[config.mk]
export PLATFORM = sky130hd
export DESIGN_NAME = execute_stage_fwd
export DESIGN_NICKNAME = d
export VERILOG_FILES = /design/src/rtl/exe_pkg.sv /design/src/rtl/mul_iter.sv /design/src/rtl/execute_stage_fwd.sv
export SDC_FILE = /design/constraint.sdc
export NUM_CORES = 1
export LEC_CHECK = 0
export ABC_AREA = 1
export BUFFER_PORTS_ARGS = -buffer_cell sky130_fd_sc_hd__buf_4
export CAP_MARGIN = 20
export CELL_PAD_IN_SITES_DETAIL_PLACEMENT = 1
export CELL_PAD_IN_SITES_GLOBAL_PLACEMENT = 1
export CORE_MARGIN = 2
export CORE_UTILIZATION = 40
export DETAILED_ROUTE_END_ITERATION = 8
export HOLD_SLACK_MARGIN = 0.05
export MAX_ROUTING_LAYER = met4
export PLACE_DENSITY_LB_ADDON = 0.1
export SLEW_MARGIN = 0
export SYNTH_ARGS = -nofsm -noshare
export SYNTH_HDL_FRONTEND = slang
export SYNTH_SLANG_ARGS = --single-unit
[constraint.sdc]
create_clock -name clk -period 3.85 [get_ports clk]
set_input_delay 0.5775 -clock clk [delete_from_list [all_inputs] [get_ports clk]]
set_output_delay 0.5775 -clock clk [all_outputs]
set_load 0.02 [all_outputs]
[src/rtl/exe_pkg.sv]
// Shared definitions for the execute stage: ALU op codes, forward selects,
// branch compare types, multiplier FSM states and the E->M bubble constant.
// Latency: n/a (types and constants only). Backpressure: n/a.
package exe_pkg;

  // ALU operation codes carried on ALUControlE.
  localparam logic [3:0] ALU_ADD = 4'b0000;
  localparam logic [3:0] ALU_SUB = 4'b0001;
  localparam logic [3:0] ALU_AND = 4'b0010;
  localparam logic [3:0] ALU_OR  = 4'b0011;
  localparam logic [3:0] ALU_XOR = 4'b0100;
  localparam logic [3:0] ALU_SLT = 4'b0101;
  localparam logic [3:0] ALU_SLL = 4'b0110;
  localparam logic [3:0] ALU_SRL = 4'b0111;
  localparam logic [3:0] ALU_MUL = 4'b1000;

  // Forward selects; 2'b11 falls back to the register-file value.
  localparam logic [1:0] FWD_RD = 2'b00;
  localparam logic [1:0] FWD_W  = 2'b01;
  localparam logic [1:0] FWD_M  = 2'b10;

  // Branch compare types (funct3); 3'b010 and 3'b011 never take.
  localparam logic [2:0] BR_EQ  = 3'b000;
  localparam logic [2:0] BR_NE  = 3'b001;
  localparam logic [2:0] BR_LT  = 3'b100;
  localparam logic [2:0] BR_GE  = 3'b101;
  localparam logic [2:0] BR_LTU = 3'b110;
  localparam logic [2:0] BR_GEU = 3'b111;

  typedef enum logic [1:0] {
    MUL_IDLE = 2'b00,
    MUL_BUSY = 2'b01,
    MUL_DONE = 2'b10
  } mulState_t;

  // Control fields of the E->M register.
  typedef struct packed {
    logic       regWrite;
    logic       memWrite;
    logic [1:0] resultSrc;
  } ctrlM_t;

  // A bubble has no architectural side effects.
  localparam ctrlM_t CTRL_BUBBLE = '{regWrite: 1'b0, memWrite: 1'b0, resultSrc: 2'b00};

endpackage

[src/rtl/mul_iter.sv]
// Iterative shift-add multiplier, low XLEN bits of a*b, one multiplier bit per cycle.
// Latency: start cycle + XLEN busy cycles, product valid while done=1 (XLEN+2 total).
// Backpressure: busy is high from the start cycle through the last iteration; start is ignored unless idle.
// Ports: clk/rst (sync, active-high); start, a, b in; busy, done, product out.
module mul_iter
  import exe_pkg::*;
#(
  parameter int XLEN = 32
) (
  input  logic            clk,
  input  logic            rst,
  input  logic            start,
  input  logic [XLEN-1:0] a,
  input  logic [XLEN-1:0] b,
  output logic            busy,
  output logic            done,
  output logic [XLEN-1:0] product
);

  localparam int CW = $clog2(XLEN + 1);

  mulState_t       state, nextState;
  logic [XLEN-1:0] mcand, mplier, acc;
  logic [CW-1:0]   count;

  always_ff @(posedge clk) begin
    if (rst) begin
      state  <= MUL_IDLE;
      mcand  <= '0;
      mplier <= '0;
      acc    <= '0;
      count  <= '0;
    end else begin
      state <= nextState;
      case (state)
        MUL_IDLE: begin
          if (start) begin
            mcand  <= a;
            mplier <= b;
            acc    <= '0;
            count  <= CW'(XLEN);
          end
        end
        MUL_BUSY: begin
          if (mcand[0]) acc <= acc + mplier;
          mplier <= mplier << 1;
          mcand  <= mcand >> 1;
          count  <= count - CW'(1);
        end
        default: ;
      endcase
    end
  end

  always_comb begin
    nextState = state;
    busy      = 1'b0;
    done      = 1'b0;
    case (state)
      MUL_IDLE: begin
        if (start) begin
          busy      = 1'b1;
          nextState = MUL_BUSY;
        end
      end
      MUL_BUSY: begin
        busy = 1'b1;
        // count==1 here is the last multiplier bit; acc is final next cycle.
        if (count == CW'(1)) nextState = MUL_DONE;
      end
      MUL_DONE: begin
        done      = 1'b1;
        nextState = MUL_IDLE;
      end
      default: nextState = MUL_IDLE;
    endcase
  end

  assign product = acc;

endmodule

[src/rtl/execute_stage_fwd.sv]
// RISC-V execute stage: operand forwarding, ALU, branch compare, iterative MUL, E->M register.
// Latency: 1 cycle to M for single-cycle ops; MUL occupies E for XLEN+2 cycles.
// Backpressure: StallE holds F/D/E while the multiplier runs; bubbles are loaded into M meanwhile.
// Ports: clk/rst (sync, active-high); E-stage controls, operands, PCs and forward selects in;
//        PCSrcE/PCTargetE redirect, StallE to the hazard unit, registered M-stage fields out.
module execute_stage_fwd
  import exe_pkg::*;
#(
  parameter int XLEN   = 32,
  parameter int REG_AW = 5,
  parameter bit MUL_EN = 1'b1
) (
  input  logic              clk,
  input  logic              rst,
  input  logic              RegWriteE,
  input  logic              MemWriteE,
  input  logic              ALUSrcE,
  input  logic              BranchE,
  input  logic              JumpE,
  input  logic [1:0]        ResultSrcE,
  input  logic [3:0]        ALUControlE,
  input  logic [2:0]        BranchTypeE,
  input  logic [XLEN-1:0]   RD1_E,
  input  logic [XLEN-1:0]   RD2_E,
  input  logic [XLEN-1:0]   Imm_Ext_E,
  input  logic [XLEN-1:0]   PCE,
  input  logic [XLEN-1:0]   PCPlus4E,
  input  logic [REG_AW-1:0] RD_E,
  input  logic [1:0]        ForwardA_E,
  input  logic [1:0]        ForwardB_E,
  input  logic [XLEN-1:0]   ResultW,
  output logic              PCSrcE,
  output logic [XLEN-1:0]   PCTargetE,
  output logic              StallE,
  output logic              RegWriteM,
  output logic              MemWriteM,
  output logic [1:0]        ResultSrcM,
  output logic [REG_AW-1:0] RD_M,
  output logic [XLEN-1:0]   PCPlus4M,
  output logic [XLEN-1:0]   WriteDataM,
  output logic [XLEN-1:0]   ALU_ResultM
);

  localparam int SHW = $clog2(XLEN);

  logic [XLEN-1:0] srcA, fwdB, srcB, sum, aluResult, mulProduct;
  logic [SHW-1:0]  shamt;
  logic            branchCond, isMul, mulStall, mulDone;
  ctrlM_t          ctrlE, ctrlM;

  // Forwarding muxes; ALU_ResultM is the registered M value fed back.
  always_comb begin
    case (ForwardA_E)
      FWD_W:   srcA = ResultW;
      FWD_M:   srcA = ALU_ResultM;
      default: srcA = RD1_E;
    endcase
    case (ForwardB_E)
      FWD_W:   fwdB = ResultW;
      FWD_M:   fwdB = ALU_ResultM;
      default: fwdB = RD2_E;
    endcase
  end

  assign srcB  = ALUSrcE ? Imm_Ext_E : fwdB;
  assign sum   = srcA + srcB;
  assign shamt = srcB[SHW-1:0];
  assign isMul = (ALUControlE == ALU_MUL);

  if (MUL_EN) begin : gMul
    mul_iter #(.XLEN(XLEN)) uMul (
      .clk     (clk),
      .rst     (rst),
      .start   (isMul),
      .a       (srcA),
      .b       (srcB),
      .busy    (mulStall),
      .done    (mulDone),
      .product (mulProduct)
    );
  end else begin : gNoMul
    assign mulStall   = 1'b0;
    assign mulDone    = 1'b0;
    assign mulProduct = '0;
  end

  assign StallE = mulStall;

  always_comb begin
    aluResult = '0;
    case (ALUControlE)
      ALU_ADD: aluResult = sum;
      ALU_SUB: aluResult = srcA - srcB;
      ALU_AND: aluResult = srcA & srcB;
      ALU_OR:  aluResult = srcA | srcB;
      ALU_XOR: aluResult = srcA ^ srcB;
      ALU_SLT: aluResult = {{(XLEN-1){1'b0}}, ($signed(srcA) < $signed(srcB))};
      ALU_SLL: aluResult = srcA << shamt;
      ALU_SRL: aluResult = srcA >> shamt;
      // Without the multiplier MUL decodes as ADD; with it, the product is
      // only meaningful in the DONE cycle (earlier cycles load bubbles anyway).
      ALU_MUL: aluResult = MUL_EN ? (mulDone ? mulProduct : '0) : sum;
      default: aluResult = '0;
    endcase
  end

  // Branch compare uses the forwarded rs2, never the immediate.
  always_comb begin
    case (BranchTypeE)
      BR_EQ:   branchCond = (srcA == fwdB);
      BR_NE:   branchCond = (srcA != fwdB);
      BR_LT:   branchCond = ($signed(srcA) <  $signed(fwdB));
      BR_GE:   branchCond = ($signed(srcA) >= $signed(fwdB));
      BR_LTU:  branchCond = (srcA <  fwdB);
      BR_GEU:  branchCond = (srcA >= fwdB);
      default: branchCond = 1'b0;
    endcase
  end

  assign PCSrcE    = (BranchE & branchCond) | JumpE;
  assign PCTargetE = PCE + Imm_Ext_E;

  assign ctrlE = '{regWrite: RegWriteE, memWrite: MemWriteE, resultSrc: ResultSrcE};

  always_ff @(posedge clk) begin
    if (rst || StallE) begin
      ctrlM       <= CTRL_BUBBLE;
      RD_M        <= '0;
      PCPlus4M    <= '0;
      WriteDataM  <= '0;
      ALU_ResultM <= '0;
    end else begin
      ctrlM       <= ctrlE;
      RD_M        <= RD_E;
      PCPlus4M    <= PCPlus4E;
      WriteDataM  <= fwdB;
      ALU_ResultM <= aluResult;
    end
  end

  assign RegWriteM  = ctrlM.regWrite;
  assign MemWriteM  = ctrlM.memWrite;
  assign ResultSrcM = ctrlM.resultSrc;

endmodule

## Word-level counts from Yosys, hierarchy flattened

Cells that the tools add are included.
W data, S select, Z words.

| word-level totals | value |
|---|---|
| register bits after elaboration | 209 |
| input port bits | 217 |
| output and inout bits | 139 |
| logic and storage cells | 83 |

| cells by class | value |
|---|---|
| add/subtract/negate cells | 5 |
| order comparisons | 5 |
| equal/unequal tests | 25 |
| shift-type cells | 2 |
| muxes and demuxes | 21 |
| bitwise logic cells | 5 |
| reduce and logical (&&, ||, !) cells | 8 |

Operators by type and width:

| cell | count |
|---|---|
| $pmux W32 S2 | 5 |
| $pmux W32 S9 | 1 |
| $mux W32 | 6 |
| $add A32 B32 Y32 | 3 |
| $lt A32 B32 Y1 | 3 |
| $ge A32 B32 Y1 | 2 |
| $and A32 B32 Y32 | 1 |
| $eq A32 B32 Y1 | 1 |
| $ne A32 B32 Y1 | 1 |
| $or A32 B32 Y32 | 1 |
| $shl A32 B5 Y32 | 1 |
| $shr A32 B5 Y32 | 1 |
| $sub A32 B32 Y32 | 1 |
| $xor A32 B32 Y32 | 1 |
| $eq A4 B3 Y1 const B | 4 |
| $eq A3 B3 Y1 const B | 4 |
| $pmux W6 S2 | 1 |
| $eq A4 B2 Y1 const B | 2 |
| $eq A2 B1 Y1 const B | 3 |
| $eq A2 B2 Y1 const B | 3 |
| $eq A6 B1 Y1 const B | 1 |
| $mux W6 | 1 |
| $ne A2 B1 Y1 const B | 3 |
| $pmux W1 S6 | 1 |
| other kinds (17) | 20 |

## Logic depth before layout (Yosys ltp)

| logic depth | value |
|---|---|
| depth in word-level cells | 6 |
| mapped depth | 27 |
| gate-level depth less buffers | 24 |

## By module

Synthesis repeated with hierarchy kept, for this count alone.

| unflattened totals | value |
|---|---|
| cell total of the unflattened synthesis | 3,827 |
| area total of the unflattened synthesis | 22,440.3 um^2 |

By module, submodules not included:

| module | instances | cells an instance | area an instance (um^2) | sequential area each (um^2) |
|---|---|---|---|---|
| execute_stage_fwd | 1 | 2,822 | 16,066.7 | 2,102.0 |
| mul_iter | 1 | 1,005 | 6,373.6 | 2,082.0 |

## Worst setup path before layout

Ideal clock, no wire load.

| timing | value |
|---|---|
| path kind | in2out |
| from | input port ForwardB_E[0] |
| to | output port PCSrcE |
| arrival time | 3,017 ps |
| required time | 3,273 ps |
| setup slack | 256 ps |
| stages on the path | 20 |
| path buffers | 2 |
| path through | inv_1 -> ha_1 -> buf_4 -> clkbuf_1 -> a221o_1 -> o21ai_0 -> ha_1 -> nand2_1 -> nor2_1 -> nand4_1 -> nor3_1 -> nand2_1 -> nand4_1 -> o21ai_0 -> inv_1 -> nand2_1 -> nor2_1 -> nand3_1 -> nand2_1 -> nand2_1 |

| on the way | value |
|---|---|
| longest elaborated chain between the ends | 6 |
| elaborated cells between the ends (all ways) | 12 |
| those cells by class | order compare: 4; eq/ne: 4; mux: 2; bitwise: 2 |

Ends and longest elaborated chain:

| item | RTL line | source |
|---|---|---|
| from (decl) | execute_stage_fwd.sv:30 | `input logic [1:0] ForwardB_E,` |
| $eq A2 B2 Y1 / $eq A2 B1 Y1 (equally long branches) | execute_stage_fwd.sv:58 | `case (ForwardB_E)` |
| $pmux W32 S2 * | execute_stage_fwd.sv:58 |  |
| $ge A32 B32 Y1, or another cell as far along | execute_stage_fwd.sv:115 | `BR_GEU: branchCond = (srcA >= fwdB);` |
| $pmux W1 S6 * | execute_stage_fwd.sv:109 | `case (BranchTypeE)` |
| $and A1 B1 Y1 * | execute_stage_fwd.sv:120 | `assign PCSrcE = (BranchE & branchCond) \| JumpE;` |
| $or A1 B1 Y1 * | execute_stage_fwd.sv:120 |  |
| to (decl) | execute_stage_fwd.sv:32 | `output logic PCSrcE,` |

Mark *: on every way between the ends. The rest lies on a longest branch, timed or not.

## Worst setup path after layout

| timing | value |
|---|---|
| from | input port ForwardA_E[0] |
| to | output port PCSrcE |

| on the way | value |
|---|---|
| longest elaborated chain between the ends | 6 |
| elaborated cells between the ends (all ways) | 12 |
| those cells by class | order compare: 4; eq/ne: 4; mux: 2; bitwise: 2 |

Ends and longest elaborated chain:

| item | RTL line | source |
|---|---|---|
| from (decl) | execute_stage_fwd.sv:29 | `input logic [1:0] ForwardA_E,` |
| $eq A2 B2 Y1 / $eq A2 B1 Y1 (equally long branches) | execute_stage_fwd.sv:53 | `case (ForwardA_E)` |
| $pmux W32 S2 * | execute_stage_fwd.sv:53 |  |
| $ge A32 B32 Y1, or another cell as far along | execute_stage_fwd.sv:115 |  |
| $pmux W1 S6 * | execute_stage_fwd.sv:109 |  |
| $and A1 B1 Y1 * | execute_stage_fwd.sv:120 |  |
| $or A1 B1 Y1 * | execute_stage_fwd.sv:120 |  |

Marked as above.

==> metrics.yaml <==
status: "complete, but fails checks"
violations: "negative setup slack"
cts_max_level: 1
ys.flop_type: "dfxtp_1"
nFillCells: 7373
post-route-min-period_ns: 4.53
hold_path_class: "primary input to flip-flop"
grt_pass1_wl_um: 201000
finalWirelength_um: 142000
yosys.area.top_type: "dfxtp_1"
total_leakage_power_nw: 15.5
worst_pin_slew_ns: 0.914
antenna_found_initial: 8
postLayoutSetupSlackWorst_ns: -0.678
grtUsageTotal_pct: 48.8
worstPathArrival_ns: 3.95
dieHeight_um: 237
p_int_mw: 6.63
post-route-period-util_pct: 118
synth_warnings: 0
route.vias.total: 31617
worstSetupEndpointType: "output pin"
setup_viol: 2
critPathMaxStageDelay_ns: 0.36
core_um2: 53800
crit_path_frequent_cell: "nand2_2"
cts-buffers-inserted: 28
synth_commonest_cells: "nand2_1, nand3_1, inv_1"
netSwitchingPower_mw: 5.63
path_cells: "buf_8 > inv_6 > ha_4 > inv_8 > bufbuf_16 > buf_4 > nand3_1 > o21ai_1 > inv_1 > ha_4 > nand2_2 > nor2_2 > inv_1 > nor3_4 > nand2_2 > nand4_1 > o21ai_1 > inv_1 > nand2_1 > nor2_2 > nand3_2 > nand2_2 > nand2_2 > buf_6"
drt-pass1-iter-count: 5
clock-sinks: 209
relSlewSlack_pct: 38.6
report.final.slew_viol_count: 0
grt_overflow_total: 0
final.setup_skew_ns: 0.0263
routed-wl-met2_um: 61200
ant_nets: 0
crit_type: "primary input to output pin"
irDropWorstVdd_v: 0.000383
r2r_cells: 18
root_buffer: "clkbuf_16"
drc: 0
hpwlAfterDp_um: 111000
cts_tree: "built"
clockBufferDepth: 3
sequentialPowerShare_pct: 19.5
p_comb_share_pct: 57.0
synthDominantCellAreaShare_pct: 19.2
whs_ns: 0.173
syn_nets: 4059
grt_setup_unrepaired: "true"
drive_gt1_share_pct: 27.3
grt_pass1_vias: 31271
wl_per_cell_um: 27.4
top_layer: "met4"
async_flop_share_pct: 0
place_congestion: 1.12
powerDensity_nw_per_um2: 394
cp.required_ns: 3.27
cp-start-kind: "primary input"
critPathSlowestCell: "ha_4"
synth.area.top_cells: "dfxtp_1, nand2_1, ha_1"
dieWidth_um: 237
synth_most_common_cell: "nand2_1"
drv_cap: 0
num_io_pins: 356
ys_ff_latch: 209
io_buffers: 355
die-area_um2: 56300
initial_core_util_pct: 40.4
yosysSeqAreaShare_pct: 19.2
placed_area_um2: 29000
synthDistinctLibCells: 51
area.growth.synth_to_final_pct: 42.8
routed-wl-met3_um: 14900
syn_inst: 3641
nets: 4882
cp_max_fo: 8
swShare_pct: 45.9
fmax_mhz: 221
min_path_cells: 3
dp_slack_ns: -0.696
clk_pin_slew_ns: 0.07
grt_max_degree: 70
hold_viol_final: 0
design_area_um2: 31100
first_iter_violations: 3455
synth_area_um2: 21800
num_rows: 85
synth_edf_count: 0
ctsHoldBuffers: 0
viasPerCell: 6.09
clk_latency_ns: 0.64
syn_area_per_cell_um2: 5.98
m1WireLength_um: 54700
clkPwrFrac_pct: 23.5
==> worst max-delay path, delay by kind of cell <==
kind	cells	cell delay, ns
buf+inv	9	1.16
compound gates	2	0.29
simple gates	11	1.30
fa+ha+maj	2	0.61
==> layout by cell type (no fill, tap or decap), types with 28 or more instances in the layout <==
cell	count
o21ai_0	175
o21ai_1	81
ha_1	178
nand3_1	466
nand2_1	816
buf_4	928
o22ai_1	84
nor2_1	301
o21ai_2	32
nand2_2	28
a21oi_1	270
dfxtp_1	209
inv_1	401
clkbuf_16	29
nand4_1	41
==> state kept, by name, summed over array words and instances (netlist names) <==
signal             cells
ALU_ResultM           32
MemWriteM              1
PCPlus4M              32
RD_M                   5
RegWriteM              1
ResultSrcM             2
WriteDataM            32
gMul.uMul.count        6
gMul.uMul.mcand       32
gMul.uMul.mplier      32
gMul.uMul.product     32
gMul.uMul.state        2
==> stage by stage <==
step	cells	utilization [%]	setup TNS [ns]	power, mW
5_1_grt	5188	57.8	-1.66	12.6
6_report	5189	57.8	-0.732	12.3
4_1_cts	5161	56.6	-0.248	11.6
2_1_floorplan	3641	-	0	5.33
3_5_place_dp	5091	53.9	-15.12	8.62
3_3_place_gp	5091	53.9	-12.46	8.49
==> kinds of logic (layout without fill, tap and decap cells) <==
family / Yosys count / in the layout / synth area share, %
compound gates: 809 / 809 / 21.2
xor+xnor: 34 / 34 / 1.37
fa+ha+maj: 201 / 201 / 11.7
buf+inv: 607 / 1449 / 11.4
flops: 209 / 209 / 19.2
other cells: 0 / 10 / 0
simple gates: 1781 / 1781 / 35.1
==> final timing paths <==
kind                                          from                          endpoint  slack (ns)
setup / recovery                     ForwardA_E[0]                            PCSrcE       -0.68
hold reg to reg   gMul.uMul.mcand[19]$_SDFFE_PP0P_  gMul.uMul.mcand[19]$_SDFFE_PP0P_        0.47
hold / removal                         PCPlus4E[0]            PCPlus4M[0]$_SDFF_PP0_        0.17
setup reg to reg         ALU_ResultM[0]$_SDFF_PP0_        ALU_ResultM[10]$_SDFF_PP0_        0.11
==> what timing repair did <==
item	in CTS	in global routing
pin swaps	25	48
resized for setup	101	171
endpoints found under the hold margin	0	0
setup buffers	25	17
endpoints found under the setup margin	7	30
cloned	2	1
==> final cells by class <==
type | instances | area (um2) | area share (%)
multi-input cells | 2825 | 15800 | 50.7
repair buffers | 968 | 7640 | 24.6
flip-flops and latches | 209 | 4180 | 13.5
inverters | 432 | 1650 | 5.31
well taps | 696 | 871 | 2.80
clock buffers | 38 | 778 | 2.50
clock inverters | 11 | 171 | 0.551
diodes | 10 | 25.0 | 0.0805
==> routing by layer <==
metal	global-route usage [%]	up-vias
met5	-	-
met2	73.6	1907
met1	59.2	15211
met3	10.4	634
met4	30.7	0
li1	-	13865
==> power groups by stage <==
stage,Combinational [mW],Sequential [mW],Clock (mW)
finish,6.98,2.39,2.88
CTS,6.40,2.39,2.85
global placement,6.07,2.43,0
floorplan,2.83,2.50,0
detailed placement,6.19,2.43,0
global route,7.28,2.40,2.94
No activity file was read; power rests on OpenSTA's default activity.
